$ cat src/rtl/fetch_redirect_ctrl.sv
// rtl/fetch_redirect_ctrl.sv - front-end redirect arbiter, wrong-path kill and drain sequencer
module fetch_redirect_ctrl #(
  parameter int PC_W    = 64,
  parameter int MAX_OUT = 4,
  parameter int CNT_W   = 4
) (
  input  logic            clk,
  input  logic            rst,
  input  logic            trap_ena,
  input  logic [PC_W-1:0] trap_pc,
  input  logic            bru_ena,
  input  logic [PC_W-1:0] bru_pc,
  input  logic            decode1_ena,
  input  logic [PC_W-1:0] decode1_pc,
  input  logic            decode2_ena,
  input  logic [PC_W-1:0] decode2_pc,
  input  logic            fetch_req_valid,
  output logic            fetch_req_ready,
  input  logic            fetch_resp_valid,
  output logic            resp_kill,
  output logic            redirect_valid,
  output logic [PC_W-1:0] redirect_pc,
  input  logic            redirect_ready,
  output logic            busy,
  output logic [15:0]     redirect_cnt
);

  localparam logic [1:0] ST_IDLE  = 2'd0;
  localparam logic [1:0] ST_DRAIN = 2'd1;
  localparam logic [1:0] ST_ISSUE = 2'd2;

  localparam logic [1:0] LVL_TRAP = 2'd3;

  logic [1:0]      state_q, state_d;
  logic [CNT_W-1:0] out_cnt_q, out_cnt_d;
  logic [CNT_W-1:0] kill_cnt_q, kill_cnt_d;
  logic [PC_W-1:0] pend_pc_q, pend_pc_d;
  logic [1:0]      pend_lvl_q, pend_lvl_d;
  logic [15:0]     redirect_cnt_q, redirect_cnt_d;

  logic            any_en;
  logic [1:0]      win_lvl;
  logic [PC_W-1:0] win_pc;
  logic            req_fire;
  logic            resp_dec;
  logic [CNT_W-1:0] kill_base;
  logic            handshake;
  logic            override;

  // Fixed-priority pick of the highest-level redirect source this cycle
  always_comb begin
    win_lvl = 2'd0;
    win_pc  = decode2_pc;
    if (trap_ena) begin
      win_lvl = 2'd3;
      win_pc  = trap_pc;
    end else if (bru_ena) begin
      win_lvl = 2'd2;
      win_pc  = bru_pc;
    end else if (decode1_ena) begin
      win_lvl = 2'd1;
      win_pc  = decode1_pc;
    end
  end

  assign any_en    = trap_ena | bru_ena | decode1_ena | decode2_ena;
  assign fetch_req_ready = (state_q == ST_IDLE) && !any_en &&
                           (out_cnt_q < CNT_W'(MAX_OUT));
  assign req_fire  = fetch_req_valid && fetch_req_ready;
  // A response with nothing outstanding is a protocol error; never underflow
  assign resp_dec  = fetch_resp_valid && (out_cnt_q != '0);
  assign kill_base = out_cnt_q - CNT_W'(resp_dec);
  assign resp_kill = fetch_resp_valid && (kill_cnt_q != '0);
  assign handshake = (state_q == ST_ISSUE) && redirect_ready;
  // Strictly higher level wins; a newer trap also replaces a pending trap
  assign override  = any_en && ((win_lvl > pend_lvl_q) ||
                                (trap_ena && (pend_lvl_q == LVL_TRAP)));

  // Outstanding fetch count: request adds, response removes
  always_comb begin
    out_cnt_d = out_cnt_q;
    if (req_fire && !resp_dec) begin
      out_cnt_d = out_cnt_q + CNT_W'(1);
    end else if (!req_fire && resp_dec) begin
      out_cnt_d = out_cnt_q - CNT_W'(1);
    end
  end

  // Redirect sequencing: capture, drain wrong-path responses, then present target
  always_comb begin
    state_d        = state_q;
    pend_pc_d      = pend_pc_q;
    pend_lvl_d     = pend_lvl_q;
    kill_cnt_d     = resp_kill ? (kill_cnt_q - CNT_W'(1)) : kill_cnt_q;
    redirect_cnt_d = redirect_cnt_q;
    case (state_q)
      ST_IDLE: begin
        if (any_en) begin
          pend_pc_d  = win_pc;
          pend_lvl_d = win_lvl;
          kill_cnt_d = kill_base;
          state_d    = ST_DRAIN;
        end
      end
      ST_DRAIN: begin
        if (override) begin
          pend_pc_d  = win_pc;
          pend_lvl_d = win_lvl;
        end
        // Look at next-cycle counts so ISSUE follows the last response directly
        if ((kill_cnt_d == '0) && (out_cnt_d == '0)) begin
          state_d = ST_ISSUE;
        end
      end
      ST_ISSUE: begin
        if (handshake) begin
          if (redirect_cnt_q != 16'hFFFF) begin
            redirect_cnt_d = redirect_cnt_q + 16'd1;
          end
          if (any_en) begin
            pend_pc_d  = win_pc;
            pend_lvl_d = win_lvl;
            kill_cnt_d = kill_base;
            state_d    = ST_DRAIN;
          end else begin
            state_d = ST_IDLE;
          end
        end else if (override) begin
          pend_pc_d  = win_pc;
          pend_lvl_d = win_lvl;
        end
      end
      default: begin
        state_d = ST_IDLE;
      end
    endcase
  end

  // State and counter registers; reset discards any pending redirect
  always_ff @(posedge clk) begin
    if (rst) begin
      state_q        <= ST_IDLE;
      out_cnt_q      <= '0;
      kill_cnt_q     <= '0;
      pend_pc_q      <= '0;
      pend_lvl_q     <= 2'd0;
      redirect_cnt_q <= 16'd0;
    end else begin
      state_q        <= state_d;
      out_cnt_q      <= out_cnt_d;
      kill_cnt_q     <= kill_cnt_d;
      pend_pc_q      <= pend_pc_d;
      pend_lvl_q     <= pend_lvl_d;
      redirect_cnt_q <= redirect_cnt_d;
    end
  end

  assign busy           = (state_q != ST_IDLE);
  assign redirect_valid = (state_q == ST_ISSUE);
  assign redirect_pc    = pend_pc_q;
  assign redirect_cnt   = redirect_cnt_q;

endmodule

$ cat config.mk
export PLATFORM = sky130hd
export DESIGN_NAME = fetch_redirect_ctrl
export DESIGN_NICKNAME = d
export VERILOG_FILES = /design/src/rtl/fetch_redirect_ctrl.sv
export SDC_FILE = /design/constraint.sdc
export NUM_CORES = 1
export LEC_CHECK = 0
export BUFFER_PORTS_ARGS = -buffer_cell sky130_fd_sc_hd__buf_2
export CAP_MARGIN = 20
export CORE_AREA = 2 2 134 136
export DETAILED_ROUTE_END_ITERATION = 8
export DIE_AREA = 0 0 136 138
export PLACE_DENSITY_LB_ADDON = 0.1
export SETUP_SLACK_MARGIN = 0.1
export SLEW_MARGIN = 10
export SYNTH_ARGS = -nofsm -noshare
export SYNTH_HDL_FRONTEND = slang
export SYNTH_SLANG_ARGS = --single-unit
$ cat constraint.sdc
create_clock -name clk -period 4.74 [get_ports clk]
set_input_delay 0 -clock clk [delete_from_list [all_inputs] [get_ports clk]]
set_output_delay 0 -clock clk [all_outputs]
set_load 0.05 [all_outputs]
; After elaboration in Yosys (flattened, before gate mapping)
; Index checks and enable logic that the tools add are counted.
[totals]
input_bits = 265
register_bits = 92
out_inout_bits = 84
[classes]
mux = 25
n_reduce_logical = 24
addsub = 5
n_lt_le_gt_ge = 2
n_eq_ne = 7
bitwise_logic = 3
[op_table]
columns = op, count
row1 = two-way mux 64 bit, 6
row2 = one-hot mux 64 bit (3 select lines), 1
row3 = two-way mux 4 bit, 5
row4 = "adder 16 x 1 -> 16 bit, second input constant", 1
row5 = two-way mux 2 bit, 8
row6 = "!= test 16 bit, second input constant", 1
row7 = one-hot mux 2 bit (3 select lines), 2
row8 = logical AND 1 bit, 11
row9 = zero test 4 bit, 2
row10 = one-hot mux 4 bit (2 select lines), 1
row11 = nonzero test 4 bit, 2
row12 = "subtractor 4 x 1 -> 4 bit, second input constant", 2
row13 = AND reduction 3 bit, 2
row14 = "adder 4 x 1 -> 4 bit, second input constant", 1
row15 = "equality test 2 bit, second input constant", 2
row16 = "less-than comparator 4 x 3 -> 1 bit, second input constant", 1
row17 = "!= test 2 bit, second input constant", 2
row18 = subtractor 4 x 1 -> 4 bit, 1
row19 = zero test 1 bit, 3
row20 = bitwise OR 1 bit, 3
row21 = nonzero test 3 bit, 1
row22 = "equality test 2 x 1 -> 1 bit, second input constant", 1
row23 = greater-than comparator 2 bit, 1
row24 = zero test 2 bit, 1
row25 = 4 further kinds, 5

; Longest topological paths before layout
[logic_depth]
ltp_word = 15
ltp_mapped = 13
mapped_depth_nobuf = 10

; Worst setup path before layout
; OpenSTA, ideal clock, no wires.
[synth_timing]
path_kind = flip-flop to flip-flop
start = reg state_q[0]
end = reg pend_pc_q[0] (netlist: redirect_pc[0])
t_arrival_ps = 2275
period_less_slack_ps = 2341
stages_incl_launch_ff = 11
setup_slack_ps = 2399
required_ps = 4674
n_path_buf = 2
cell_sequence = dfxtp_1 > inv_1 > ha_1 > and2b_1 > o21ai_0 > a21oi_1 > o211a_1 > clkbuf_1 > buf_1 > a22oi_1 > nor2_1
[synth_via]
elab_chain_cells = 4
[synth_rtl]
columns = element, line_no
row1 = from (decl), 34  ; logic [1:0] state_q, state_d;
row2 = from (signal assigned), 149  ; state_q <= state_d;
row3 = equality test 2 bit *, -
row4 = via redirect_valid, 21  ; output logic redirect_valid,
row5 = logical AND 1 bit, 74  ; assign handshake = (state_q == ST_ISSUE) && redirect_ready;
row6 = two-way mux 64 bit, 116  ; if (handshake) begin
row7 = one-hot mux 64 bit (3 select lines), 96  ; case (state_q)
row8 = to (signal assigned), 152  ; pend_pc_q <= pend_pc_d;
row9 = to (decl), 37  ; logic [PC_W-1:0] pend_pc_q, pend_pc_d;
; The timed path passes the listed nets; every way through them passes the cells marked *.
; A chain may end at the register's enable or synchronous reset.

; Worst setup path after layout
[layout_timing]
start = reg state_q[0]
end = reg pend_pc_q[12] (netlist: redirect_pc[12])
[layout_via]
elab_chain_cells = 4
[layout_rtl]
columns = element, line_no
row1 = equality test 2 bit, "74, 96"
row2 = logical AND 1 bit, 74
row3 = two-way mux 64 bit, 116
row4 = one-hot mux 64 bit (3 select lines), 96
; Parallel ways exist; a longest one is shown, timed or not.

==> summary.txt <==
Timing
  • Fin crit share: 0.582
  • Final setup viols: 0
  • Slew Limit Fails: 0
  • Fmax: approximately 0.36 GHz
  • Setup TNS: 0 ns
  • Tightest Pin Transition: roughly 1 ns
  • Slew margin rel.: 0.329
  • Final Hold Viols: 0
  • Final min period: 2.76 ns
  • Layout Skew: around 0.0053 ns
  • Final worst slack: between 1.5 and 2 ns
  • RSZ-0062 raised after global routing: false

Hold path
  • Worst hold path type: in2reg
  • Hold path cells: 5

Clock network
  • Sink Count: 92
  • H-tree depth: 3
  • Post-CTS Resized: 0
  • Clk slew on worst S/H paths: ~0.070 ns
  • Worst skew pair latency: approximately 0.35 ns
  • Maximum buffer depth of the clock tree: 2
  • CTS tree: done
  • Clock buffer count from CTS: 9
  • CTS Hold Bufs: 17
  • Root Driver: clkbuf_16
  • Setup repair bufs after CTS: 0

Synthesis
  • Most frequent cell after synthesis: nor2_1
  • Post-synthesis adder-cell area fraction: 0.0261
  • Post-Synth Simple-Gate Area: 0.207
  • Xor-xnor portion of the synthesized cell area: 0.0274
  • Main synth FF type: dfxtp_1
  • Post-synthesis mux area share: 0.128
  • Synthesized area: between 5000 and 6000 µm²
  • Post-Syn Instances: 782
  • Synth Area in Compound Gates: 0.240
  • FF+latch count, synth: 92
  • Register area share after synthesis: 0.321
  • Post-synth top area cell: dfxtp_1
  • Commonest cells in the netlist: nor2_1 (158), dfxtp_1 (92), nand2_1 (80)
  • Ys async rst share: 0
  • Synth warn: 0
  • Largest family of logic cells by synthesized area: compound AO/OA/AOI/OAI gates
  • Top-area cell type share of the netlist area: 0.321
  • Number of synthesized flops with an enable pin: 0
  • Mapped Nets: between 1000 and 1500
  • Leading post-synthesis cells by cell area: dfxtp_1 (32%), mux2i_1 (12%), nor2_1 (10%), a22oi_1 (8.2%), a21oi_1 (6.7%)
  • Syn_area_per_cell: between 7 and 8 µm²
  • Synth cell types: 45

Floorplanning
  • Starting density of the core: 0.328
  • Die area: 18800 µm²
  • Die Height: roughly 140 µm
  • Die Width: roughly 140 µm
  • Core Region: 17500 µm²
  • Row cnt: 49
  • I/O pin total: ~350

Cells and area
  • Layout cell share with drive strength beyond 1: 0.341
  • Storage cell area: around 1800 µm²
  • Fin area: 8120 µm²
  • Area Growth Syn to Fin: 41.4%
  • Fill cells: 1866
  • Final core utilization: 0.463
  • NumNets Final: about 1400
  • Multi-input logic area: ~3600 µm²

Worst setup path
  • Slowest cell on the critical path: o211a_2
  • Worst Reg-to-Reg Cells: 9
  • Crit start category: flop
  • Critical Path, Cell by Cell: inv_1, ha_1, and2b_1, o21ai_0, a21oi_1, o211a_2, buf_4, a22oi_1, nor2_1
  • Critical path class: reg2reg
  • Arr. time, crit path: approximately 3.0 ns
  • Critical path capture point type: flop
  • Worst path max stage delay: slightly above 0.7 ns
  • Worst EP required: around 5.0 ns
  • Crit path max fanout: 34

Place
  • Post-DP Area: 7590 µm²
  • GPL Wtd Cong: between 0.8 and 0.9
  • DP HPWL: about 16000 µm
  • IO buf count: 348
  • Setup slack at placement: 1.90 ns

GRT
  • First-pass GRT wire length: approximately 32000 µm
  • Largest net degree at the start of global routing: ~120
  • Number of global-route vias before repair: roughly 6300
  • Gr usage total: 0.219
  • Grt total ovfl: 0
  • Antenna violations before repair: 3

Drt
  • Final WL: around 21000 µm
  • Via-per-instance ratio: 4.86
  • Post-route ant nets: 0
  • Initial drt markers: approximately 350
  • Via count: ~6500
  • Drt drc: 0
  • First-pass DRT Iterations: 4
  • Routed wire per std cell: around 15 µm

Power and ir drop
  • Power density over the cells: 481 nW/µm²
  • Leak: about 4.1 nW
  • Pwr Total: roughly 3.9 mW
  • Maximum VDD drop: 0.000389 V

Run
  • Max Cap Violations: 0

Status
  • Status: completed
worst max-delay path: cells and delay by family, from the launching register on:
family | cells | cell delay (ns)
adders and majority gates | 1 | 0.27
buffers and inverters | 2 | 0.56
DFF | 1 | 0.33
and+or+nand+nor | 2 | 0.35
AOI/OAI and AO/OA | 4 | 1.15
cells by family after synthesis:
logic type	Yosys count
buf+inv	75
flops	92
mux	73
simple gates	281
fa+ha+maj	12
xor+xnor	18
compound gates	231
final timing paths:
path                                     start                            to  slack (ns)
setup reg to reg       state_q[0]$_SDFFE_PP0P_  redirect_pc[12]$_SDFFE_PP0P_        1.98
setup / recovery       state_q[0]$_SDFFE_PP0P_  redirect_pc[12]$_SDFFE_PP0P_        1.98
hold / removal                     trap_pc[60]  redirect_pc[60]$_SDFFE_PP0P_       0.007
hold reg to reg   redirect_pc[56]$_SDFFE_PP0P_  redirect_pc[56]$_SDFFE_PP0P_        0.45
layout by cell type, fill, tap and decap left out, types with 2 or more instances in the layout:
cell	instances
a21oi_1	77
a22oi_1	63
a31oi_1	5
and2_1	4
and3_1	6
and4_1	3
buf_2	344
buf_4	10
bufinv_16	3
clkbuf_16	9
dfxtp_1	92
diode_2	3
dlygate4sd3_1	17
ha_1	12
inv_1	13
mux2_2	2
mux2i_1	70
nand2_1	80
nand2b_1	2
nand3_1	6
nand4_1	6
nor2_1	158
nor2b_1	3
nor3_1	3
o21ai_0	65
o21ai_1	5
o22a_1	3
o22ai_1	2
or3_1	3
xnor2_1	6
xor2_1	12
sequential cells by signal, indices dropped and copies added (netlist names):
signal / count
redirect_pc: 64
redirect_cnt: 16
kill_cnt_q: 4
out_cnt_q: 4
pend_lvl_q: 2
state_q: 2
power breakdown:
part           internal, mW  switching [mW]  total [mW]
clock network         0.530           0.315       0.845
logic                 0.626            1.36        1.99
registers             0.955           0.116        1.07
total                  2.11            1.80        3.91
per-layer routing:
| metal | GRT usage | part of all wire | vias to the layer above |
|---|---|---|---|
| met3 | 0.0587 | 0.058 | 24 |
| li1 | - | - | 3380 |
| met4 | 0.0757 | 0.021 | 0 |
| met5 | 0 | 0 | - |
| met1 | 0.271 | 0.43 | 2913 |
| met2 | 0.365 | 0.49 | 187 |
through the flow:
stage	cells	hold WS, ns
after CTS	1336	0.00247
after detailed placement	1303	0.360
final	1339	0.00725
after global placement	1303	0.349
after global routing	1339	0.0343
after floorplan	782	0.208
cell type report:
| cell class | instances | share of cell area |
|---|---|---|
| diodes | 3 | 0.000924 |
| multi-input cells | 615 | 0.446 |
| inverters | 13 | 0.00601 |
| well taps | 229 | 0.0353 |
| clock buffers | 10 | 0.0294 |
| flip-flops and latches | 92 | 0.227 |
| clock inverters | 6 | 0.0137 |
| repair buffers | 371 | 0.242 |
(Power assumes the default switching activity.)
